$ cat src/rtl/vga_pkg.sv
// Shared timing constants, FSM state encoding and pixel type for the VGA/HDMI
// timing controller and its counter.
package vga_pkg;

  localparam int H_ACTIVE_720P = 1280;
  localparam int H_FP_720P     = 110;
  localparam int H_SYNC_720P   = 40;
  localparam int H_BP_720P     = 220;
  localparam int V_ACTIVE_720P = 720;
  localparam int V_FP_720P     = 5;
  localparam int V_SYNC_720P   = 5;
  localparam int V_BP_720P     = 20;

  function automatic int timing_total(input int active, input int fp,
                                      input int sync, input int bp);
    return active + fp + sync + bp;
  endfunction

  localparam int H_TOT_720P = timing_total(H_ACTIVE_720P, H_FP_720P, H_SYNC_720P, H_BP_720P);
  localparam int V_TOT_720P = timing_total(V_ACTIVE_720P, V_FP_720P, V_SYNC_720P, V_BP_720P);

  typedef enum logic [1:0] {IDLE, RUN, DRAIN} state_t;

  typedef struct packed {
    logic [7:0] r;
    logic [7:0] g;
    logic [7:0] b;
  } pixel_t;

endpackage

$ cat src/rtl/vga_timing_counter.sv
// Horizontal/vertical raster counters with active-region and sync-window decode.
// Counters are held at (0,0) while clear is high.
module vga_timing_counter
  import vga_pkg::*;
#(
  parameter int H_ACTIVE = H_ACTIVE_720P,
  parameter int H_FP     = H_FP_720P,
  parameter int H_SYNC   = H_SYNC_720P,
  parameter int H_BP     = H_BP_720P,
  parameter int V_ACTIVE = V_ACTIVE_720P,
  parameter int V_FP     = V_FP_720P,
  parameter int V_SYNC   = V_SYNC_720P,
  parameter int V_BP     = V_BP_720P,
  localparam int H_TOT   = timing_total(H_ACTIVE, H_FP, H_SYNC, H_BP),
  localparam int V_TOT   = timing_total(V_ACTIVE, V_FP, V_SYNC, V_BP),
  localparam int HW      = $clog2(H_TOT),
  localparam int VW      = $clog2(V_TOT)
) (
  input  logic          clk,
  input  logic          rst,
  input  logic          clear,
  output logic [HW-1:0] h_cnt,
  output logic [VW-1:0] v_cnt,
  output logic          active,
  output logic          hs_win,
  output logic          vs_win,
  output logic          frame_end
);

  localparam logic [HW-1:0] H_LAST = HW'(H_TOT - 1);
  localparam logic [HW-1:0] H_ACT  = HW'(H_ACTIVE);
  localparam logic [HW-1:0] HS_BEG = HW'(H_ACTIVE + H_FP);
  localparam logic [HW-1:0] HS_END = HW'(H_ACTIVE + H_FP + H_SYNC);
  localparam logic [VW-1:0] V_LAST = VW'(V_TOT - 1);
  localparam logic [VW-1:0] V_ACT  = VW'(V_ACTIVE);
  localparam logic [VW-1:0] VS_BEG = VW'(V_ACTIVE + V_FP);
  localparam logic [VW-1:0] VS_END = VW'(V_ACTIVE + V_FP + V_SYNC);

  logic line_end;

  assign line_end  = (h_cnt == H_LAST);
  assign frame_end = line_end && (v_cnt == V_LAST);

  always_ff @(posedge clk) begin
    if (rst || clear) begin
      h_cnt <= '0;
      v_cnt <= '0;
    end else if (line_end) begin
      h_cnt <= '0;
      v_cnt <= (v_cnt == V_LAST) ? '0 : v_cnt + 1'b1;
    end else begin
      h_cnt <= h_cnt + 1'b1;
    end
  end

  assign active = (h_cnt < H_ACT) && (v_cnt < V_ACT);
  assign hs_win = (h_cnt >= HS_BEG) && (h_cnt < HS_END);
  assign vs_win = (v_cnt >= VS_BEG) && (v_cnt < VS_END);

endmodule

$ cat src/rtl/vga_timing_ctrl.sv
// Pixel-path sequencer: frame-aligned run/drain FSM, one-cycle-ahead pixel pull
// from the source, registered RGB/de/sync outputs and sticky underflow flag.
module vga_timing_ctrl
  import vga_pkg::*;
#(
  parameter int H_ACTIVE = H_ACTIVE_720P,
  parameter int H_FP     = H_FP_720P,
  parameter int H_SYNC   = H_SYNC_720P,
  parameter int H_BP     = H_BP_720P,
  parameter int V_ACTIVE = V_ACTIVE_720P,
  parameter int V_FP     = V_FP_720P,
  parameter int V_SYNC   = V_SYNC_720P,
  parameter int V_BP     = V_BP_720P,
  parameter bit HS_POL   = 1'b1,
  parameter bit VS_POL   = 1'b1,
  localparam int H_TOT   = timing_total(H_ACTIVE, H_FP, H_SYNC, H_BP),
  localparam int V_TOT   = timing_total(V_ACTIVE, V_FP, V_SYNC, V_BP),
  localparam int HW      = $clog2(H_TOT),
  localparam int VW      = $clog2(V_TOT)
) (
  input  logic        clk,
  input  logic        rst,
  input  logic        en,
  input  logic [23:0] pix_data,
  input  logic        pix_valid,
  output logic        pix_ready,
  output logic        frame_start,
  output logic        line_start,
  output logic [7:0]  r,
  output logic [7:0]  g,
  output logic [7:0]  b,
  output logic        de,
  output logic        hsync,
  output logic        vsync,
  output logic        underflow,
  output logic        busy
);

  state_t        state, state_n;
  logic [HW-1:0] h_cnt;
  logic [VW-1:0] v_cnt;
  logic          active, hs_win, vs_win, frame_end;
  pixel_t        pix_in, pix_out;

  vga_timing_counter #(
    .H_ACTIVE(H_ACTIVE), .H_FP(H_FP), .H_SYNC(H_SYNC), .H_BP(H_BP),
    .V_ACTIVE(V_ACTIVE), .V_FP(V_FP), .V_SYNC(V_SYNC), .V_BP(V_BP)
  ) u_counter (
    .clk       (clk),
    .rst       (rst),
    .clear     (state == IDLE),
    .h_cnt     (h_cnt),
    .v_cnt     (v_cnt),
    .active    (active),
    .hs_win    (hs_win),
    .vs_win    (vs_win),
    .frame_end (frame_end)
  );

  always_ff @(posedge clk) begin
    if (rst) state <= IDLE;
    else     state <= state_n;
  end

  // en only takes effect at a frame boundary; a stop request always completes
  // the frame in progress, and a stop on the last cycle goes straight to IDLE.
  always_comb begin
    state_n = state;
    case (state)
      IDLE:    if (en) state_n = RUN;
      RUN:     if (!en) state_n = frame_end ? IDLE : DRAIN;
      DRAIN:   if (frame_end) state_n = en ? RUN : IDLE;
      default: state_n = IDLE;
    endcase
  end

  // Stage 0: handshake and alignment pulses, decoded from the live counters.
  assign busy        = (state != IDLE);
  assign pix_ready   = active && busy;
  assign line_start  = pix_ready && (h_cnt == '0);
  assign frame_start = line_start && (v_cnt == '0);
  assign pix_in      = pix_data;

  // Stage 1: a late source yields black; timing never waits for it.
  always_ff @(posedge clk) begin
    if (rst) begin
      de        <= 1'b0;
      hsync     <= ~HS_POL;
      vsync     <= ~VS_POL;
      pix_out   <= '0;
      underflow <= 1'b0;
    end else begin
      de      <= pix_ready;
      hsync   <= hs_win ? HS_POL : ~HS_POL;
      vsync   <= vs_win ? VS_POL : ~VS_POL;
      pix_out <= (pix_ready && pix_valid) ? pix_in : '0;
      if (pix_ready && !pix_valid) underflow <= 1'b1;
    end
  end

  assign r = pix_out.r;
  assign g = pix_out.g;
  assign b = pix_out.b;

endmodule
$ cat config.mk
export PLATFORM = sky130hd
export DESIGN_NAME = vga_timing_ctrl
export DESIGN_NICKNAME = d
export VERILOG_FILES = /design/src/rtl/vga_pkg.sv /design/src/rtl/vga_timing_counter.sv /design/src/rtl/vga_timing_ctrl.sv
export SDC_FILE = /design/constraint.sdc
export NUM_CORES = 1
export LEC_CHECK = 0
export BUFFER_PORTS_ARGS = -buffer_cell sky130_fd_sc_hd__buf_2
export CAP_MARGIN = 5
export CORE_MARGIN = 1
export CORE_UTILIZATION = 35
export CTS_CLUSTER_SIZE = 12
export DETAILED_ROUTE_END_ITERATION = 8
export PLACE_DENSITY = 0.57
export RECOVER_POWER = 25
export SLEW_MARGIN = 15
export SYNTH_ARGS = -nofsm -noshare
export SYNTH_HDL_FRONTEND = slang
export SYNTH_HIERARCHICAL = 1
export SYNTH_SLANG_ARGS = --single-unit
$ cat constraint.sdc
create_clock -name clk -period 5.9 [get_ports clk]
set_input_delay 0.295 -clock clk [delete_from_list [all_inputs] [get_ports clk]]
set_output_delay 0.295 -clock clk [all_outputs]
set_load 0.02 [all_outputs]
# After elaboration in Yosys (flattened, before gate mapping)
# Cells that the tools add are included.
[totals]
regBits = 51
latch_bits = 0
mem_bits_rw = 0
rom_bits = 0
out_inout_bits = 32
word_cells = 53
memories = 0
[op_classes]
n_addsub = 2
multipliers = 0
div_mod_pow = 0
n_lt_le_gt_ge = 6
n_eq_ne = 7
n_shift = 0
n_mux = 9
bitwise_logic = 1
reduce_logical = 18
[op_table]
columns = ["cell", "count"]
rows = [
  ["$lt A11 B11 Y1 const B", 2],
  ["$lt A10 B10 Y1 const B", 2],
  ["$add A11 B1 Y11 const B", 1],
  ["$eq A11 B11 Y1 const B", 1],
  ["$ge A11 B11 Y1 const B", 1],
  ["$logic_not A11 Y1", 1],
  ["$add A10 B1 Y10 const B", 1],
  ["$eq A10 B10 Y1 const B", 1],
  ["$ge A10 B10 Y1 const B", 1],
  ["$logic_not A10 Y1", 1],
  ["$mux W10", 1],
  ["$logic_and A1 B1 Y1", 9],
  ["$mux W2", 4],
  ["$ne A2 B2 Y1 const B", 3],
  ["$pmux W2 S3", 1],
  ["$reduce_or A2 Y1", 2],
  ["$mux W1", 3],
  ["$reduce_and A3 Y1", 1],
  ["$eq A2 B1 Y1 const B", 1],
  ["$eq A2 B2 Y1 const B", 1],
  ["$logic_not A2 Y1", 1],
  ["$reduce_bool A2 Y1", 1],
  ["$logic_not A1 Y1", 1],
  ["$logic_or A1 B1 Y1", 1],
  ["$not A1 Y1", 1],
]

# Longest topological paths before layout
[depth]
ltp_word = 6
mapped_depth = 8
mapped_depth_nobuf = 7

# Cells and area by module
# The synthesis kept the hierarchy.
[modules_own_cells]
columns = ["mod", "n_inst", "cells_per_inst", "area_each_um2"]
rows = [
  ["vga_timing_counter", 1, 137, 1117.3],
  ["vga_timing_ctrl", 1, 81, 924.6],
]

# Worst setup path after synthesis
# No wires, ideal clock.
[synth_timing]
path_kind = "reg-to-reg"
startpoint = "register u_counter.h_cnt[2]"
endpoint = "register u_counter.v_cnt[7]"
setup_time_ps = 73
arrival_ps = 1946
slack_ps = 3881
path_stages_with_launch = 7
path_buffers = 2
period_less_slack_ps = 2019
cell_sequence = "dfxtp_1 buf_6 or4b_4 or4_1 buf_2 or3_1 a21oi_1"
[synth_between]
elab_chain_len = 1
[synth_rtl]
columns = ["item", "line", "text"]
rows = [
  ["start: declaration", "vga_timing_counter.sv:22", "output logic [HW-1:0] h_cnt,"],
  ["start signal: assignment", "vga_timing_counter.sv:52", "h_cnt <= h_cnt + 1'b1;"],
  ["$eq A11 B11 Y1", "vga_timing_counter.sv:41", "assign line_end = (h_cnt == H_LAST);"],
  ["end signal: assignment", "vga_timing_counter.sv:50", "v_cnt <= (v_cnt == V_LAST) ? '0 : v_cnt + 1'b1;"],
  ["end: declaration", "vga_timing_counter.sv:23", "output logic [VW-1:0] v_cnt,"],
]
# Every way passes these cells.
# A chain may end at the register's enable or synchronous reset.

# Final worst setup path
[layout_timing]
startpoint = "register u_counter.v_cnt[4]"
endpoint = "output port frame_start"
[layout_between]
elab_chain_len = 5
elab_cells_between_ends = 6
classes_between = "order compare (1); reduce/logical (5)"
[layout_rtl]
columns = ["item", "line", "text"]
rows = [
  ["$lt A10 B10 Y1", "vga_timing_counter.sv:56", "assign active = (h_cnt < H_ACT) && (v_cnt < V_ACT);"],
  ["$logic_and A1 B1 Y1", "vga_timing_counter.sv:56", ""],
  ["named net active", "vga_timing_ctrl.sv:42", "logic active, hs_win, vs_win, frame_end;"],
  ["$logic_and A1 B1 Y1", "vga_timing_ctrl.sv:79", "assign pix_ready = active && busy;"],
  ["$logic_and A1 B1 Y1", "vga_timing_ctrl.sv:80", "assign line_start = pix_ready && (h_cnt == '0);"],
  ["$logic_and A1 B1 Y1", "vga_timing_ctrl.sv:81", "assign frame_start = line_start && (v_cnt == '0);"],
  ["end: declaration", "vga_timing_ctrl.sv:27", "output logic frame_start,"],
]
# The timed path passes the listed nets, and every way through them passes these cells.

==> reports/qor.txt <==
Status: finished clean
Slew Limit Headroom: 52.1%
Reg2reg path depth: 5
CTS Buf Count: 5
Port bufs: 59
Vias/cell: 4.64
CTS tree: yes
Setup TNS: 0 ns
Synth cell count leaders: dfxtp_1 (51), and2_1 (25), nor2_1 (22), nand2_1 (10)
Area Overhead vs Synth: 19.5%
DP Cell Count: 340
Number of DRC markers in iteration 0: 81
Cell Chain, Critical Path: o211a_1 > o21ai_0 > and2_1 > o21ai_2 > inv_1 > and4_1 > and3_1 > buf_2
Synth area leaders: dfxtp_1 (50%), and2_1 (7.7%), nor2_1 (4.0%), ha_1 (3.1%), xnor2_1 (2.6%)
Worst min path class: in -> reg
Ant. Diodes: 0
Library cells used by synthesis: 39
P_leak: 0.958 nW
Synth warnings: 6
Arrival time of the worst setup path: 2.04 ns
Root Driver: clkbuf_8
Fin crit share: 39.5%
Hold_buf cts: 0
Dominant synthesized flop cell: dfxtp_1
Most frequent cell after synthesis: dfxtp_1
Fin nets: 308
Max-Cap Viols: 0
Drt wl/cell: 11.9 µm
Synth top area share: 50.0%
Total chip power: 583 µW
CP Launch Type: register
Max clock buf depth: 2
Filler cell count: 564
Syn Nets: 251
Share of the yosys chip area belonging to registers: 50.0%
Slowest stage cell, crit path: dfxtp_1
Global-route total usage across every layer: 14.0%
Boundary pin count: 60
Peak VDD IR: 0.118 mV
Number of global-route vias before repair: 1471
Horiz. Die Dim: 78.4 µm
Clock Latency Late Sink: 0.29 ns
Initial antenna violation count: 0
FF+latch count, synth: 51
Max Clock Freq: 0.429 GHz
Largest net degree at the start of global routing: 25
Setup Viol. Count Final: 0
CP required: 5.61 ns
Routed wire length: 4.13 mm
Cells after synthesis: 218
Antenna viol nets, final: 0
CTS sink count: 51
Worst Path Max Fanout: 9
Area leader, netlist: dfxtp_1
Fin. max-slew vios: 0
DIE AREA: 0.00614 mm²
Core area: 0.00557 mm²
Via Count: 1613
Rows: 27
H-tree depth: 2
Hold Violations, Final: 0
Endpoint class of the critical path: primary output
Drt pass-1 iters: 4
Minimum clock period: 2.33 ns
Async SR Flop Fraction: 0%
Tightest Pin Transition: 0.714 ns
Post CTS Setup Buffer Count: 0
Number of enable flip-flop cells after synthesis: 0
Dpl hpwl: 3.04 mm
Wire length of the first global-routing pass: 6.76 mm
Synthesized area per cell: 9.37 µm²
Layout Cells excl Fill: 348
Worst Setup Path Type: reg -> out
Hold WS: 0.190 ns
Global placement routability congestion: 0.830
CP peak stage delay: 0.39 ns
Layout cells sized above 1: 18.8%
Drt drc: 0
Synthesized area: 0.00204 mm²
Post-CTS sizing: 0
Hold path depth: 2
RSZ-0062 raised after global routing: no
Final global-route overflow total: 0
Reg clk slew, reported paths: 0.09 ns
Worst Clk Skew: 0.00622 ns
Initial Util: 36.6%
P per Cell Area: 239 mW/mm²
Die height: 78.4 µm
-- per-layer routing --
layer / global-route usage (%) / wire (µm) / up-vias
met5: 0 / 0 / -
li1: - / - / 853
met2: 22.8 / 2040 / 19
met3: 3.14 / 132 / 4
met4: 5.00 / 36 / 0
met1: 18.1 / 1930 / 737
-- layout make-up --
type                       instances  area, µm²  share of cell area [%]
timing repair buffer              59        270                    11.1
sequential                        51       1020                    41.8
clock buffer                       6       72.6                    2.97
multi-input combinational        149        941                    38.5
inverter                           9       33.8                    1.38
tap                               72       90.1                    3.69
clock inverter                     2       12.5                   0.513
-- final timing paths --
check,from,end,slack (ns)
max,u_counter/v_cnt[4],frame_start,3.57
max reg2reg,u_counter/h_cnt[0],u_counter/v_cnt[1],3.64
min,pix_data[23],r[7],0.19
min reg2reg,underflow,underflow,0.48
-- worst max-delay path: cells and delay by family, from the launching register on --
| kind | cells | cell delay [ns] |
|---|---|---|
| flip-flops | 1 | 0.39 |
| buffers and inverters | 2 | 0.29 |
| AO/OA/AOI/OAI | 3 | 0.51 |
| AND/OR/NAND/NOR | 3 | 0.54 |
-- placed cells by master (no fill, tap or decap), types with 4 or more instances in the layout --
cell type  instances
xor2_1             6
dfxtp_1           51
nor3_1             6
ha_1               5
nand3_1            7
nor2_1            22
inv_1              9
nand2_1           10
a21oi_1            9
o21ai_0            8
and2_1            25
buf_2             39
xnor2_1            6
clkbuf_8           5
clkbuf_1          21
or3_1              6
nor4_1             4
-- power by group --
group          internal [mW]  leakage (nW)  switching [mW]
Combinational         0.0159         0.504          0.0235
Clock                 0.0830        0.0412           0.108
Sequential             0.350         0.413         0.00285
Total                  0.449         0.958           0.135
-- cells by family after synthesis --
group | count (synthesis) | share of synthesized area [%]
multiplexers | 1 | 0.490
AO/OA/AOI/OAI | 24 | 6.80
XOR/XNOR | 12 | 5.15
AND/OR/NAND/NOR | 107 | 30.6
adder cells (fa/ha/maj) | 5 | 3.06
flip-flops | 51 | 50.0
buffers and inverters | 18 | 3.92
-- flip-flops by register name (all words and copies together), names as in the netlist --
signal           flops
hsync                1
u_counter/h_cnt     11
underflow            1
de                   1
r                    8
vsync                1
u_counter/v_cnt     10
state                2
b                    8
g                    8
-- stage by stage --
| step | setup slack (ns) | utilization (%) | cell area [µm²] |
|---|---|---|---|
| final | 3.57 | 43.8 | 2440 |
| after global routing | 3.44 | 43.8 | 2440 |
| after CTS | 3.52 | 44.2 | 2470 |
| after detailed placement | 3.62 | 42.7 | 2380 |
| after global placement | 3.73 | 42.7 | 2380 |
| after floorplan | 3.88 | - | 2040 |
Power figures use the tool's default switching activity.
